### src/rtl/cmos_crop_pack.sv
`timescale 1ns/1ps
// cmos_crop_pack
// Takes the RGB565 pixel stream from the OV5640 capture stage (camera pixel-clock
// domain), keeps a rectangular window of each frame, and packs 8 kept pixels into
// each 128-bit word for the frame-buffer write FIFO.
//
// Ports
//   clk        camera pixel clock, one pixel per de-high cycle
//   rst        synchronous reset, active-high
//   vs_in      frame sync, rising edge starts a frame
//   de_in      pixel valid
//   rgb565_in  pixel {r[4:0],g[5:0],b[4:0]}
//   out_ready  downstream FIFO can accept a word
//   clr_ovf    clears the sticky overflow flag
//   out_valid  out_data holds a valid word
//   out_data   8 pixels, first pixel in bits [15:0]
//   out_sof    first word of the frame
//   out_eol    last word of a kept line
//   frame_done 1-cycle pulse when the last word of the frame is loaded
//   overflow   sticky, a completed word was dropped
module cmos_crop_pack #(
    parameter int X_START = 0,
    parameter int Y_START = 0,
    parameter int OUT_W   = 1280,
    parameter int OUT_H   = 720
) (
    input  logic         clk,
    input  logic         rst,
    input  logic         vs_in,
    input  logic         de_in,
    input  logic [15:0]  rgb565_in,
    input  logic         out_ready,
    input  logic         clr_ovf,
    output logic         out_valid,
    output logic [127:0] out_data,
    output logic         out_sof,
    output logic         out_eol,
    output logic         frame_done,
    output logic         overflow
);

    typedef enum logic [1:0] {
        WAIT_VS,
        ACTIVE,
        DONE
    } state_t;

    localparam logic [15:0] X_LO   = 16'(X_START);
    localparam logic [15:0] W16    = 16'(OUT_W);
    localparam logic [15:0] X_LAST = 16'(X_START + OUT_W - 1);
    localparam logic [15:0] Y_LO   = 16'(Y_START);
    localparam logic [15:0] H16    = 16'(OUT_H);
    localparam logic [15:0] Y_LAST = 16'(Y_START + OUT_H - 1);

    logic         vs_q, vsPrev_q, de_q, dePrev_q;
    logic [15:0]  pix_q;
    logic [15:0]  xCnt_q, xCnt_d, yCnt_q, yCnt_d;
    logic [2:0]   packIdx_q, packIdx_d;
    logic [127:0] pack_q, pack_d;
    logic         sofDone_q, sofDone_d;
    state_t       state_q, state_d;
    logic         outValid_q, outValid_d;
    logic [127:0] outData_q, outData_d;
    logic         outSof_q, outSof_d;
    logic         outEol_q, outEol_d;
    logic         frameDone_q, frameDone_d;
    logic         ovf_q, ovf_d;

    logic         vsRise, deFall, keep, wordDone, lastCol, lastLine, canLoad;
    logic [15:0]  xOff, yOff;
    logic [127:0] wordData;

    // Input retiming: the camera signals are registered once, and the previous
    // registered value is kept so that edges are detected on the registered copies.
    always_ff @(posedge clk) begin
        if (rst) begin
            vs_q     <= 1'b0;
            vsPrev_q <= 1'b0;
            de_q     <= 1'b0;
            dePrev_q <= 1'b0;
            pix_q    <= '0;
        end else begin
            vs_q     <= vs_in;
            vsPrev_q <= vs_q;
            de_q     <= de_in;
            dePrev_q <= de_q;
            pix_q    <= rgb565_in;
        end
    end

    // Window test uses offset arithmetic so a window starting at 0 needs no
    // separate lower-bound compare; negative offsets wrap to large values.
    always_comb begin
        vsRise   = vs_q & ~vsPrev_q;
        deFall   = dePrev_q & ~de_q;
        xOff     = xCnt_q - X_LO;
        yOff     = yCnt_q - Y_LO;
        keep     = (state_q == ACTIVE) && !vsRise && de_q && (xOff < W16) && (yOff < H16);
        wordDone = keep && (packIdx_q == 3'd7);
        lastCol  = (xCnt_q == X_LAST);
        lastLine = (yCnt_q == Y_LAST);
        wordData = {pix_q, pack_q[127:16]};
        canLoad  = !outValid_q || out_ready;
    end

    // Next-state logic. A frame start clears all packing progress but leaves a word
    // already on the output alone; a de fall ends the line and throws away any
    // partially packed group, which is what makes short lines harmless.
    always_comb begin
        xCnt_d      = xCnt_q;
        yCnt_d      = yCnt_q;
        packIdx_d   = packIdx_q;
        pack_d      = pack_q;
        sofDone_d   = sofDone_q;
        state_d     = state_q;
        outValid_d  = outValid_q;
        outData_d   = outData_q;
        outSof_d    = outSof_q;
        outEol_d    = outEol_q;
        frameDone_d = 1'b0;
        ovf_d       = ovf_q;

        if (vsRise) begin
            xCnt_d = '0;
        end else if (deFall) begin
            xCnt_d = '0;
        end else if (de_q) begin
            xCnt_d = xCnt_q + 16'd1;
        end

        if (vsRise) begin
            yCnt_d = '0;
        end else if (deFall) begin
            yCnt_d = yCnt_q + 16'd1;
        end

        if (vsRise || deFall) begin
            packIdx_d = '0;
        end else if (keep) begin
            packIdx_d = packIdx_q + 3'd1;
            pack_d    = wordData;
        end

        case (state_q)
            WAIT_VS: if (vsRise) state_d = ACTIVE;
            ACTIVE:  if (wordDone && lastCol && lastLine) state_d = DONE;
            DONE:    if (vsRise) state_d = ACTIVE;
            default: state_d = WAIT_VS;
        endcase

        if (wordDone && canLoad) begin
            outValid_d = 1'b1;
            outData_d  = wordData;
            outSof_d   = !sofDone_q;
            outEol_d   = lastCol;
        end else if (out_ready) begin
            outValid_d = 1'b0;
            outSof_d   = 1'b0;
            outEol_d   = 1'b0;
        end

        if (vsRise) begin
            sofDone_d = 1'b0;
        end else if (wordDone && canLoad) begin
            sofDone_d = 1'b1;
        end

        frameDone_d = wordDone && lastCol && lastLine;

        if (wordDone && !canLoad) begin
            ovf_d = 1'b1;
        end else if (clr_ovf) begin
            ovf_d = 1'b0;
        end
    end

    // State and output registers.
    always_ff @(posedge clk) begin
        if (rst) begin
            xCnt_q      <= '0;
            yCnt_q      <= '0;
            packIdx_q   <= '0;
            pack_q      <= '0;
            sofDone_q   <= 1'b0;
            state_q     <= WAIT_VS;
            outValid_q  <= 1'b0;
            outData_q   <= '0;
            outSof_q    <= 1'b0;
            outEol_q    <= 1'b0;
            frameDone_q <= 1'b0;
            ovf_q       <= 1'b0;
        end else begin
            xCnt_q      <= xCnt_d;
            yCnt_q      <= yCnt_d;
            packIdx_q   <= packIdx_d;
            pack_q      <= pack_d;
            sofDone_q   <= sofDone_d;
            state_q     <= state_d;
            outValid_q  <= outValid_d;
            outData_q   <= outData_d;
            outSof_q    <= outSof_d;
            outEol_q    <= outEol_d;
            frameDone_q <= frameDone_d;
            ovf_q       <= ovf_d;
        end
    end

    assign out_valid  = outValid_q;
    assign out_data   = outData_q;
    assign out_sof    = outSof_q;
    assign out_eol    = outEol_q;
    assign frame_done = frameDone_q;
    assign overflow   = ovf_q;

endmodule

### config.mk
export PLATFORM = sky130hd
export DESIGN_NAME = cmos_crop_pack
export DESIGN_NICKNAME = d
export VERILOG_FILES = /design/src/rtl/cmos_crop_pack.sv
export SDC_FILE = /design/constraint.sdc
export NUM_CORES = 1
export LEC_CHECK = 0
export BUFFER_PORTS_ARGS = -buffer_cell sky130_fd_sc_hd__buf_4
export CELL_PAD_IN_SITES_DETAIL_PLACEMENT = 1
export CELL_PAD_IN_SITES_GLOBAL_PLACEMENT = 1
export CORE_AREA = 2 2 165 167
export DETAILED_ROUTE_END_ITERATION = 8
export DIE_AREA = 0 0 167 169
export PLACE_DENSITY_LB_ADDON = 0.25
export SLEW_MARGIN = 10
export SYNTH_ARGS = -nofsm -noshare
export SYNTH_HDL_FRONTEND = slang
export SYNTH_SLANG_ARGS = --single-unit
### constraint.sdc
create_clock -name clk -period 2.6 [get_ports clk]
set_clock_uncertainty 0.15 [all_clocks]
set_input_delay 0 -clock clk [delete_from_list [all_inputs] [get_ports clk]]
set_output_delay 0 -clock clk [all_outputs]
set_load 0.1 [all_outputs]
## Word-level counts from Yosys, hierarchy flattened

Cells that the tools add are included.

| operators by class | value |
|---|---|
| add/sub/neg operators | 3 |
| $lt $le $gt $ge | 2 |
| eq/ne operators | 7 |
| mux-type cells | 9 |
| bitwise gates (word level) | 5 |
| reduce and logical (&&, ||, !) cells | 24 |

Operator list:

| operator | count |
|---|---|
| $add 16x1->16 const B | 2 |
| $eq 16x10->1 const B | 1 |
| $eq 16x11->1 const B | 1 |
| $lt 16x10->1 const B | 1 |
| $lt 16x11->1 const B | 1 |
| $logic_and 1x1->1 | 9 |
| $mux 1 | 6 |
| $reduce_or 2->1 | 3 |
| $logic_not 1->1 | 4 |
| $mux 2 | 2 |
| $pmux 2 s2 | 1 |
| $reduce_and 2->1 | 2 |
| $reduce_bool 2->1 | 2 |
| $add 3x1->3 const B | 1 |
| $eq 3x3->1 const B | 1 |
| $not 1->1 | 3 |
| $reduce_or 3->1 | 1 |
| $and 1x1->1 | 2 |
| $eq 2x1->1 const B | 1 |
| $eq 2x2->1 const B | 1 |
| $logic_not 2->1 | 1 |
| $logic_or 1x1->1 | 2 |
| $ne 2x1->1 const B | 1 |
| $ne 2x2->1 const B | 1 |

| storage, ports and cells | value |
|---|---|
| register bits after elaboration | 319 |
| bits of input ports | 22 |
| logic and storage cells | 67 |

## Longest topological paths before layout

Gate-level depths: netlist of run 1.

| depth | value |
|---|---|
| depth after elaboration | 12 |
| depth in mapped cells | 8 |
| depth with buffers taken out | 5 |

## Worst setup path after synthesis of run 1

No wires, ideal clock.

| path | value |
|---|---|
| path type | flip-flop to flip-flop |
| from | reg outValid_q, in the netlist out_valid |
| to | reg outData_q[68], in the netlist out_data[68] |
| arrival | 1.939 ns |
| data required time | 2.378 ns |
| slack | 0.439 ns |
| stages on the path, launching flop included | 8 |
| period minus slack after synthesis | 2.161 ns |
| cell sequence | dfxtp_1 -> nand2b_1 -> nand2_1 -> or4_1 -> buf_2 -> buf_6 -> buf_6 -> mux2i_1 |

| between the ends | value |
|---|---|
| word-level cells in the longest chain between the ends | 3 |

RTL lines:

| item | RTL line | text |
|---|---|---|
| start, declared | 62 | `logic outValid_q, outValid_d;` |
| start signal, assigned | 199 | `outValid_q <= outValid_d;` |
| $logic_not 1->1 | 103 | `canLoad = !outValid_q \|\| out_ready;` |
| $logic_or 1x1->1 | 103 |  |
| $logic_and 1x1->1 | 151 | `if (wordDone && canLoad) begin` |
| end signal, assigned | 200 | `outData_q <= outData_d;` |
| end, declared | 63 | `logic [127:0] outData_q, outData_d;` |

No other way between the ends.
A chain may end at the register's enable or synchronous reset.

## Worst setup path after layout of run 1

| path | value |
|---|---|
| from | reg de_q |
| to | reg outData_q[47], in the netlist out_data[47] |

| between the ends | value |
|---|---|
| word-level cells in the longest chain between the ends | 5 |

RTL lines:

| item | RTL line | text |
|---|---|---|
| start, declared | 55 | `logic vs_q, vsPrev_q, de_q, dePrev_q;` |
| start signal, assigned | 85 | `de_q <= de_in;` |
| $logic_and 1x1->1 (3 in series) | 98 | `keep = (state_q == ACTIVE) && !vsRise && de_q && (xOff < W16) && (yOff < H16);` |
| $logic_and 1x1->1 | 99 | `wordDone = keep && (packIdx_q == 3'd7);` |
| $logic_and 1x1->1 | 151 |  |

No other way between the ends.

==> impl_metrics.csv, run 1 <==
group,metric,value,unit
power_and_ir_drop,clockPowerShare,0.473,
clock_network,clkTransAtPathRegs,0.06,ns
hold_path,hold_class,"input port to register",
sta,rsz0062_at_grt,"false",
logic_synthesis,synth_area_per_cell,10.83,um^2
logic_synthesis,synth_enable_flop_cells,0,
critical_path,reg2regPathDepth,5,
clock_network,post_cts_resized,0,
power_and_ir_drop,power,9.383,mW
clock_network,cts-htree-levels,1,
route,wl_per_cell,16.81,um
final_layout,n_antenna_cell,0,
logic_synthesis,seq_area_frac_synth,0.5161,
sta,finalCritPeriodShare,0.9078,
clock_network,cts_num_sinks,303,
power_and_ir_drop,p_int,7.471,mW
floorplanning,rows,60,
critical_path,required,2.87,ns
sta,worstMarginPinSlew,0.7822,ns
floorplanning,initial_core_util,0.4435,
critical_path,setup.worst_path.end_class,"register",
power_and_ir_drop,sw_frac_of_total,0.2038,
sta,slew_violations,0,
place,dp_hpwl,17.25,mm
logic_synthesis,synth_seq_cells,303,
route,vias_per_cell,5.018,
grt,grt_max_degree,122,
floorplanning,die_w,167,um
sta,fin_tns_setup,0,ns
critical_path,critPathKind,"register to register",
floorplanning,io_pins,155,
sta,setup_viol,0,
logic_synthesis,synth_warnings,0,
logic_synthesis,synth_top_area_frac,0.5161,
clock_network,clock_latency,0.55,ns
sta,whs,0.03979,ns
grt,top_usage_layer,"met2",
clock_network,cts_tree,"yes",
route,drt_pass1_iterations,4,
floorplanning,coreArea,0.02650,mm^2
outcome,status,"finished clean",
grt,use_met1,0.2438,
grt,grt_pass1_wl,43.29,mm
place,portBuffers,154,
place,place_area,0.01317,mm^2
critical_path,crit_chain,"nand3b_1 > nand4bb_4 > or4_4 > buf_12 > mux2i_1",
critical_path,critPathArrivalTime,2.63,ns
clock_network,cts_setup_buffers,0,
sta,period_needed,2.360,ns
hold_path,hold_depth,3,
grt,grt_util_met2,0.3176,
run,maxCapViolCount,0,
logic_synthesis,syn_nets,1111,
final_layout,final_common_cell,"dfxtp_1",
power_and_ir_drop,p_per_area,649.6,mW/mm^2
clock_network,numCtsBuffers,31,
logic_synthesis,syn_area,0.01175,mm^2
route,wl,26.79,mm
route,num_vias,7999,
final_layout,n_fill_cell,2852,
route,drt_iter0_markers,356,
floorplanning,dieArea,0.02822,mm^2
critical_path,crit_path_max_incr_delay,0.56,ns
grt,met3_usage,0.03437,
final_layout,syn_to_final_growth,22.89,%
sta,fmax,423.7,MHz
grt,antenna_found_initial,0,
final_layout,final_cell_mix,"dfxtp_1 (303), nand2b_1 (261), mux2i_1 (244)",
logic_synthesis,ys_top_cells_by_area,"dfxtp_1 (52%), mux2i_1 (21%), nand2b_1 (14%)",
final_layout,layout-drive-gt1-share,0.1756,
grt,grt.total_usage,0.1858,
power_and_ir_drop,combPwrFrac,0.029,
route,route.antenna.remaining_nets,0,
power_and_ir_drop,p_switching,1.912,mW
clock_network,ctsHoldBuffers,26,
sta,relSlewSlack,0.4745,
power_and_ir_drop,p_seq_frac,0.498,
logic_synthesis,ys_dominant_reg_cell,"dfxtp_1",
clock_network,clockBufferDepth,3,
power_and_ir_drop,vdd_drop_max,459.3,uV
power_and_ir_drop,power_leakage,6.311,nW
critical_path,slowest_stage,"or4_4",
logic_synthesis,synth_cells,1085,
final_layout,fin_nets,1261,
sta,hold_viol,0,
place,place_congestion,0.7751,
final_layout,finalInstanceArea,0.01444,mm^2
grt,grt.overflow.total,0,
floorplanning,die_h,169,um
clock_network,root_buffer,"clkbuf_16",
logic_synthesis,synth_top_cell_by_area,"dfxtp_1",
critical_path,crit_fanout,79,
critical_path,critical_path.startpoint_type,"register",
route,drc,0,
logic_synthesis,synthArstFlopShare,0,
logic_synthesis,synth_cell_types,41,
grt,grt_pass1_vias,8214,
[power groups by stage]
stage	Clock [mW]	Combinational, mW	Sequential (mW)
6_report	4.44	0.271	4.68
5_1_grt	4.75	0.294	4.67
2_1_floorplan	0	0.183	4.77
4_1_cts	4.56	0.275	4.67
3_3_place_gp	0	0.242	4.78
3_5_place_dp	0	0.245	4.78
[cells in the mapped netlist (3+ instances only)]
cell type,count
dfxtp_1,303
nand2b_1,261
mux2i_1,244
clkbuf_1,42
buf_2,25
nor2_1,25
nor2b_1,22
nand2_1,21
a21oi_1,13
nand3_1,11
xnor2_1,10
nor3_1,8
or3_1,8
or4_1,8
xor2_1,8
nand4_1,7
o21ai_0,7
and3_1,6
nor4_1,5
o31ai_1,5
and2_1,4
and4_1,4
ha_1,4
inv_1,4
nor3b_1,4
nor4bb_1,4
or2_2,3
[sequential cells by signal, indices dropped and copies added, names as in the netlist, 2 cells and up]
name       flops
packIdx_q      3
out_data     128
xCnt_q        16
pix_q         16
state_q        2
yCnt_q        16
pack_q       112
[cells by family (layout without fill, tap and decap cells)]
group	Yosys count	count (layout)	synth area share
flip-flops	303	303	0.5161
buffers and inverters	74	242	0.02789
multiplexers	246	246	0.2097
AND/OR/NAND/NOR	410	410	0.2139
adder cells (fa/ha/maj)	4	4	0.004258
XOR/XNOR	18	18	0.01341
AO/OA/AOI/OAI	30	30	0.01480
[cell type report]
| class | count | area [um^2] | share of cell area |
|---|---|---|---|
| sequential | 303 | 6066 | 0.4200 |
| inverter | 4 | 15.01 | 0.001039 |
| multi-input combinational | 708 | 5388 | 0.3730 |
| clock buffer | 43 | 890.9 | 0.06168 |
| tap | 341 | 426.7 | 0.02954 |
| timing repair buffer | 187 | 1535 | 0.1063 |
| clock inverter | 8 | 122.6 | 0.008489 |
[critical path, delay by kind of cell, from the launching register on]
kind	cells	cell delay (ns)
AND/OR/NAND/NOR	3	1.00
flip-flops	1	0.53
buffers and inverters	1	0.29
multiplexers	1	0.19
[through the flow]
stage | utilization | setup WS (ns) | cells
after floorplan | - | 0.4390 | 1085
after detailed placement | 0.4970 | 0.2629 | 1517
after global routing | 0.5450 | 0.09983 | 1594
after global placement | 0.4970 | 0.3319 | 1517
after CTS | 0.5450 | 0.2537 | 1594
final | 0.5450 | 0.2397 | 1594
[per-layer routing]
| metal | vias to the layer above | share of wire |
|---|---|---|
| li1 | 3956 | - |
| met2 | 147 | 0.48 |
| met5 | - | 0 |
| met3 | 40 | 0.044 |
| met4 | 0 | 0.019 |
| met1 | 3856 | 0.46 |
[worst paths after layout]
kind,start,endpoint,slack [ns]
hold reg to reg,packIdx_q[1]$_SDFFE_PP0P_,packIdx_q[1]$_SDFFE_PP0P_,0.31
setup reg to reg,de_q$_SDFF_PP0_,out_data[47]$_SDFFE_PP0P_,0.24
hold / removal,clr_ovf,overflow$_SDFFE_PP0P_,0.04
setup / recovery,de_q$_SDFF_PP0_,out_data[47]$_SDFFE_PP0P_,0.24
Power figures use the tool's default switching activity.
==> run 2, diff against run 1 <==
--- a/config.mk
+++ b/config.mk
@@ -5,12 +5,13 @@
 export SDC_FILE = /design/constraint.sdc
 export NUM_CORES = 1
 export LEC_CHECK = 0
+export ABC_AREA = 1
 export BUFFER_PORTS_ARGS = -buffer_cell sky130_fd_sc_hd__buf_4
 export CELL_PAD_IN_SITES_DETAIL_PLACEMENT = 1
 export CELL_PAD_IN_SITES_GLOBAL_PLACEMENT = 1
-export CORE_AREA = 2 2 165 167
+export CORE_AREA = 2 2 168 170
 export DETAILED_ROUTE_END_ITERATION = 8
-export DIE_AREA = 0 0 167 169
+export DIE_AREA = 0 0 170 172
 export PLACE_DENSITY_LB_ADDON = 0.25
 export SLEW_MARGIN = 10
 export SYNTH_ARGS = -nofsm -noshare
==> run 2 against run 1 <==
Net effect:
- total power rose by 1.9%
- wire length is 31% higher
- first-iteration DRC count increased by 90%
- largest cell class unchanged
- highest routed layer unchanged
==> impl_metrics.csv, run 2 <==
group,metric,value,unit
sta,fmax,415.6,MHz
final_layout,largest_reg_flops,128,
grt,grt_max_degree,156,
power_and_ir_drop,p_int,7.474,mW
grt,grt.total_usage,0.2358,
final_layout,finalInstanceArea,0.01420,mm^2
logic_synthesis,synth_cells,1435,
logic_synthesis,synth_top_cell_by_area,"dfxtp_1",
place,place_congestion,0.7966,
place,place_area,0.01274,mm^2
route,wl,35.20,mm
logic_synthesis,synthArstFlopShare,0,
sta,finalCritPeriodShare,0.9255,
clock_network,cts_tree,"yes",
critical_path,critPathKind,"register to register",
route,wl_per_cell,18.06,um
clock_network,root_buffer,"clkbuf_16",
critical_path,setup.worst_path.end_class,"register",
clock_network,clockBufferDepth,3,
logic_synthesis,synth_commonest_cells,"dfxtp_1 (303), nor2_1 (223), nand2_1 (198)",
clock_network,clkTransAtPathRegs,0.06,ns
place,dp_hpwl,21.56,mm
power_and_ir_drop,power_leakage,5.375,nW
critical_path,critical_path.startpoint,"out_valid$_SDFFE_PP0P_",
power_and_ir_drop,sw_frac_of_total,0.2182,
route,vias_per_cell,5.400,
final_layout,layout-drive-gt1-share,0.1585,
logic_synthesis,ys_dominant_reg_cell,"dfxtp_1",
sta,timing.final.ws_setup,0.1936,ns
clock_network,clock_latency,0.55,ns
logic_synthesis,synth_warnings,0,
critical_path,required,2.89,ns
floorplanning,initial_core_util,0.4120,
floorplanning,die_h,172,um
final_layout,n_antenna_cell,0,
critical_path,critPathArrivalTime,2.69,ns
grt,grt_pass1_vias,10740,
critical_path,slowest_stage,"dlygate4sd3_1",
run,maxCapViolCount,0,
logic_synthesis,syn_area,0.01132,mm^2
critical_path,r2r-end,"out_sof$_SDFFE_PP0P_",
final_layout,final_common_cell,"dfxtp_1",
critical_path,crit_path_max_incr_delay,0.58,ns
route,drt_iter0_markers,678,
floorplanning,dieArea,0.02924,mm^2
route,num_vias,10530,
route,drt_pass1_iterations,4,
floorplanning,rows,61,
sta,rsz0062_at_grt,"false",
hold_path,hold_class,"input port to register",
logic_synthesis,seq_area_frac_synth,0.5359,
logic_synthesis,yosysMostFrequentCell,"dfxtp_1",
power_and_ir_drop,clockPowerShare,0.463,
power_and_ir_drop,vdd_drop_max,437.1,uV
power_and_ir_drop,p_switching,2.086,mW
final_layout,n_fill_cell,3310,
logic_synthesis,synth_area_per_cell,7.888,um^2
sta,fin_tns_setup,0,ns
sta,setup_viol,0,
route,drc,0,
grt,grt_pass1_wl,56.23,mm
floorplanning,die_w,170,um
logic_synthesis,synth_top_area_frac,0.5359,
critical_path,critical_path.startpoint_type,"register",
logic_synthesis,synth_seq_cells,303,
logic_synthesis,syn_nets,1461,
clock_network,cts_num_sinks,303,
power_and_ir_drop,p_per_area,673.2,mW/mm^2
sta,period_needed,2.406,ns
final_layout,final_cell_mix,"dfxtp_1 (303), nor2_1 (223), nand2_1 (197)",
sta,relSlewSlack,0.3982,
critical_path,timing.rr.start,"out_valid$_SDFFE_PP0P_",
outcome,status,"finished clean",
floorplanning,coreArea,0.02748,mm^2
final_layout,syn_to_final_growth,25.46,%
place,dp_slack,0.4277,ns
route,route.antenna.remaining_nets,0,
sta,slew_violations,0,
power_and_ir_drop,p_seq_frac,0.498,
critical_path,crit_chain,"nand2_4 > buf_4 > nand4_1 > nand3_1 > a21oi_1 > dlygate4sd3_1",
clock_network,cts-htree-levels,1,
sta,hold_viol,0,
critical_path,reg2regPathDepth,6,
critical_path,reg2reg_slack,0.19,ns
critical_path,crit_fanout,68,
clock_network,post_cts_resized,0,
grt,grt.overflow.total,0,
grt,antenna_found_initial,0,
clock_network,numCtsBuffers,31,
logic_synthesis,ys_top_cells_by_area,"dfxtp_1 (54%), a21oi_1 (8.6%), nand4_1 (7.7%)",
critical_path,setup.worst_path.end,"out_sof$_SDFFE_PP0P_",
power_and_ir_drop,combPwrFrac,0.039,
place,portBuffers,154,
final_layout,fin_nets,1609,
logic_synthesis,synth_cell_types,28,
floorplanning,io_pins,155,
sta,worstMarginPinSlew,0.9027,ns
logic_synthesis,synth_enable_flop_cells,0,
## run 2: changes by cell type in the layout (fill, tap and decap cells not counted), sizes merged, moves of 9 or more
cell	change
o21ai	+119
mux2i	-244
nand2	+179
a21oi	+181
buf	+23
nand2b	-261
dlygate4sd3	+15
inv	+79
xnor2	-9
nand3	+9
nor2b	-22
nand4	+132
nor2	+205
## run 2: critical path, delay by kind of cell (launching register included)
family	cells	cell delay (ns)
simple gates	3	0.56
compound gates	1	0.07
buf+inv	2	1.15
flops	1	0.36
## run 2: cells by family after synthesis
family | Yosys count | synth area share
compound gates | 324 | 0.1438
simple gates | 606 | 0.2393
xor+xnor | 4 | 0.003096
flops | 303 | 0.5359
fa+ha+maj | 4 | 0.004422
buf+inv | 194 | 0.07350
## run 2: what timing repair did
action,CTS,global route
endpoints found under the hold margin,223,0
setup buffers,0,2
hold buffers,41,0
endpoints found under the setup margin,0,1
## run 2: worst min-delay path by stage
stage	startpoint	end	slack [ns]	cells past startpoint
3_3_place_gp	vs_in	vs_q$_SDFF_PP0_	0.06	3
4_1_cts	out_ready	out_eol$_SDFFE_PP0P_	0.20	5
3_5_place_dp	rgb565_in[8]	pix_q[8]$_SDFF_PP0_	0.06	3
5_1_grt	out_ready	out_eol$_SDFFE_PP0P_	0.30	5
2_1_floorplan	de_in	de_q$_SDFF_PP0_	-0.04	2
6_report	out_ready	out_eol$_SDFFE_PP0P_	0.24	5
## run 2: stage by stage
stage,hold WS [ns],std cells,power [mW],utilization
after floorplan,-0.04303,1435,5.050,-
after global placement,0.05774,1852,5.171,0.4635
after detailed placement,0.06100,1852,5.182,0.4635
after CTS,0.2010,1946,9.645,0.5154
after global routing,0.3046,1949,9.899,0.5168
final,0.2374,1949,9.560,0.5168
## run 2: layer usage
layer	share of wire	vias up	track usage	routed length, um
met4	0.016	0	0.05017	553
met3	0.040	47	0.03365	1413
met1	0.45	5157	0.3016	15850
li1	-	5109	-	-
met2	0.49	212	0.4240	17380
met5	0	-	0	0
## run 2: area by class of cell
class,count,area [um^2],area share
well taps,346,432.9,0.03048
clock inverters,8,96.34,0.006784
flip-flops and latches,303,6066,0.4271
multi-input cells,938,4459,0.3140
repair buffers,226,1917,0.1350
inverters,83,311.5,0.02194
clock buffers,45,918.4,0.06467
## run 2: power by group through the flow
stage	Combinational [mW]	Sequential (mW)	Clock [mW]
global route	0.417	4.77	4.72
detailed placement	0.318	4.86	0
floorplan	0.210	4.84	0
CTS	0.366	4.76	4.52
finish	0.374	4.76	4.42
global placement	0.308	4.86	0
==> run 3, diff against run 2 <==
--- a/config.mk
+++ b/config.mk
@@ -6,7 +6,7 @@
 export NUM_CORES = 1
 export LEC_CHECK = 0
 export ABC_AREA = 1
-export BUFFER_PORTS_ARGS = -buffer_cell sky130_fd_sc_hd__buf_4
+export BUFFER_PORTS_ARGS = -buffer_cell sky130_fd_sc_hd__buf_2
 export CELL_PAD_IN_SITES_DETAIL_PLACEMENT = 1
 export CELL_PAD_IN_SITES_GLOBAL_PLACEMENT = 1
 export CORE_AREA = 2 2 168 170
==> run 3 against run 2 <==
Net effect:
- hold slack got worse by 0.20 ns
- sequential share of layout area up 2.1 points
- global-route usage down 1.2 points
- fmax rose by 2.6%
- register-to-register slack improved by 0.06 ns
- total power is 1.6% lower
- combinational power fell by 12%
- utilization is 2.5 points lower
- final cell count is 1.2% lower
- largest power group unchanged
==> impl_metrics.csv, run 3 (synthesis gave the netlist of run 2 again) <==
group,metric,value,unit
sta,rsz0062_at_grt,"false",
sta,fmax,426.3,MHz
grt,antenna_found_initial,0,
floorplanning,io_pins,155,
floorplanning,rows,61,
grt,grt_pass1_wl,53.57,mm
route,num_vias,10240,
power_and_ir_drop,p_int,7.308,mW
sta,setup_viol,0,
sta,timing.final.ws_setup,0.2540,ns
clock_network,cts-htree-levels,1,
final_layout,n_fill_cell,3350,
floorplanning,dieArea,0.02924,mm^2
sta,whs,0.03585,ns
floorplanning,die_w,170,um
power_and_ir_drop,clockPowerShare,0.459,
grt,grt_pass1_vias,10210,
grt,grt_max_degree,113,
sta,worstMarginPinSlew,1.010,ns
critical_path,critical_path.startpoint_type,"register",
clock_network,clockBufferDepth,3,
hold_path,hold_class,"input port to register",
final_layout,fin_nets,1583,
place,place_area,0.01232,mm^2
clock_network,clock_latency,0.57,ns
grt,grt.overflow.total,0,
final_layout,stdcell_count,1926,
final_layout,n_antenna_cell,0,
sta,hold_viol,0,
route,wl_per_cell,17.21,um
sta,slew_violations,0,
critical_path,slowest_stage,"dlygate4sd3_1",
run,maxCapViolCount,0,
sta,relSlewSlack,0.3269,
final_layout,utilization,0.4922,
route,route.antenna.remaining_nets,0,
sta,period_needed,2.346,ns
critical_path,critPathArrivalTime,2.65,ns
power_and_ir_drop,p_per_area,695.6,mW/mm^2
power_and_ir_drop,vdd_drop_max,543.8,uV
final_layout,largest_reg_flops,128,
sta,fin_tns_setup,0,ns
power_and_ir_drop,power,9.407,mW
route,drt_iter0_markers,627,
place,dp_cells,1847,
route,drt_pass1_iterations,4,
power_and_ir_drop,power_leakage,5.211,nW
critical_path,critPathKind,"register to register",
floorplanning,coreArea,0.02748,mm^2
place,place_congestion,0.8332,
floorplanning,initial_core_util,0.4120,
power_and_ir_drop,combPwrFrac,0.035,
place,dp_slack,0.3810,ns
power_and_ir_drop,sw_frac_of_total,0.2231,
critical_path,setup.worst_path.end_class,"register",
route,drc,0,
floorplanning,die_h,172,um
clock_network,clkTransAtPathRegs,0.06,ns
place,portBuffers,154,
critical_path,crit_path_max_incr_delay,0.60,ns
grt,grt.total_usage,0.2239,
final_layout,syn_to_final_growth,19.48,%
final_layout,final_cell_mix,"dfxtp_1 (303), nor2_1 (223), nand2_1 (197)",
route,vias_per_cell,5.315,
clock_network,cts_setup_buffers,0,
power_and_ir_drop,p_switching,2.099,mW
critical_path,crit_fanout,4,
final_layout,final_common_cell,"dfxtp_1",
clock_network,cts_num_sinks,303,
clock_network,numCtsBuffers,31,
route,wl,33.16,mm
final_layout,layout-drive-gt1-share,0.1544,
final_layout,finalInstanceArea,0.01352,mm^2
place,dp_hpwl,21.23,mm
critical_path,crit_chain,"inv_1 > nor2_1 > nand2_1 > nor2_2 > nand3_1 > nand3_1 > inv_1 > nand3_1 > a21oi_1 > dlygate4sd3_1",
outcome,status,"finished clean",
sta,finalCritPeriodShare,0.9023,
clock_network,cts_tree,"yes",
power_and_ir_drop,p_seq_frac,0.506,
critical_path,cpMostUsedCell,"nand3_1",
clock_network,root_buffer,"clkbuf_16",
critical_path,required,2.90,ns
## run 3: layout make-up
type / count / area, um^2 / share of cell area
Timing Repair Buffer: 200 / 1276 / 0.09437
Inverter: 83 / 311.5 / 0.02304
Multi-Input combinational cell: 938 / 4459 / 0.3297
Sequential cell: 303 / 6066 / 0.4485
Clock inverter: 8 / 68.82 / 0.005088
Tap cell: 346 / 432.9 / 0.03201
Clock buffer: 48 / 909.6 / 0.06726
## run 3: layer usage
metal,GRT usage,part of all wire,up-vias
li1,-,-,5073
met1,0.2998,0.46,4939
met2,0.3844,0.49,184
met3,0.03136,0.039,41
met4,0.05165,0.017,0
met5,0,0,-
## run 3: power groups by stage
stage	Sequential (mW)	Combinational [mW]	Clock [mW]
floorplan	4.84	0.210	0
global placement	4.86	0.295	0
detailed placement	4.87	0.302	0
CTS	4.76	0.329	4.40
global route	4.77	0.374	4.59
finish	4.76	0.329	4.31
## run 3: worst max-delay path, delay by kind of cell (launching register included)
kind / cells / cell delay (ns)
simple gates: 6 / 0.87
flops: 1 / 0.37
buf+inv: 3 / 0.75
compound gates: 1 / 0.08
## run 3: path summary, 6_finish.rpt
kind	startpoint	endpoint	slack (ns)	depth (start not counted)
worst max-delay path	yCnt_q[9]$_SDFFE_PP0P_	overflow$_SDFFE_PP0P_	0.25	10
worst min-delay path	rgb565_in[3]	pix_q[3]$_SDFF_PP0_	0.04	4
worst min register to register	vs_q$_SDFF_PP0_	vsPrev_q$_SDFF_PP0_	0.30	2
worst max register to register	yCnt_q[9]$_SDFFE_PP0P_	overflow$_SDFFE_PP0P_	0.25	10
## run 3: timing repair
action | in CTS | in global routing
endpoints found under the hold margin | 105 | 0
hold buffers | 23 | 0
resized for setup | 0 | 0
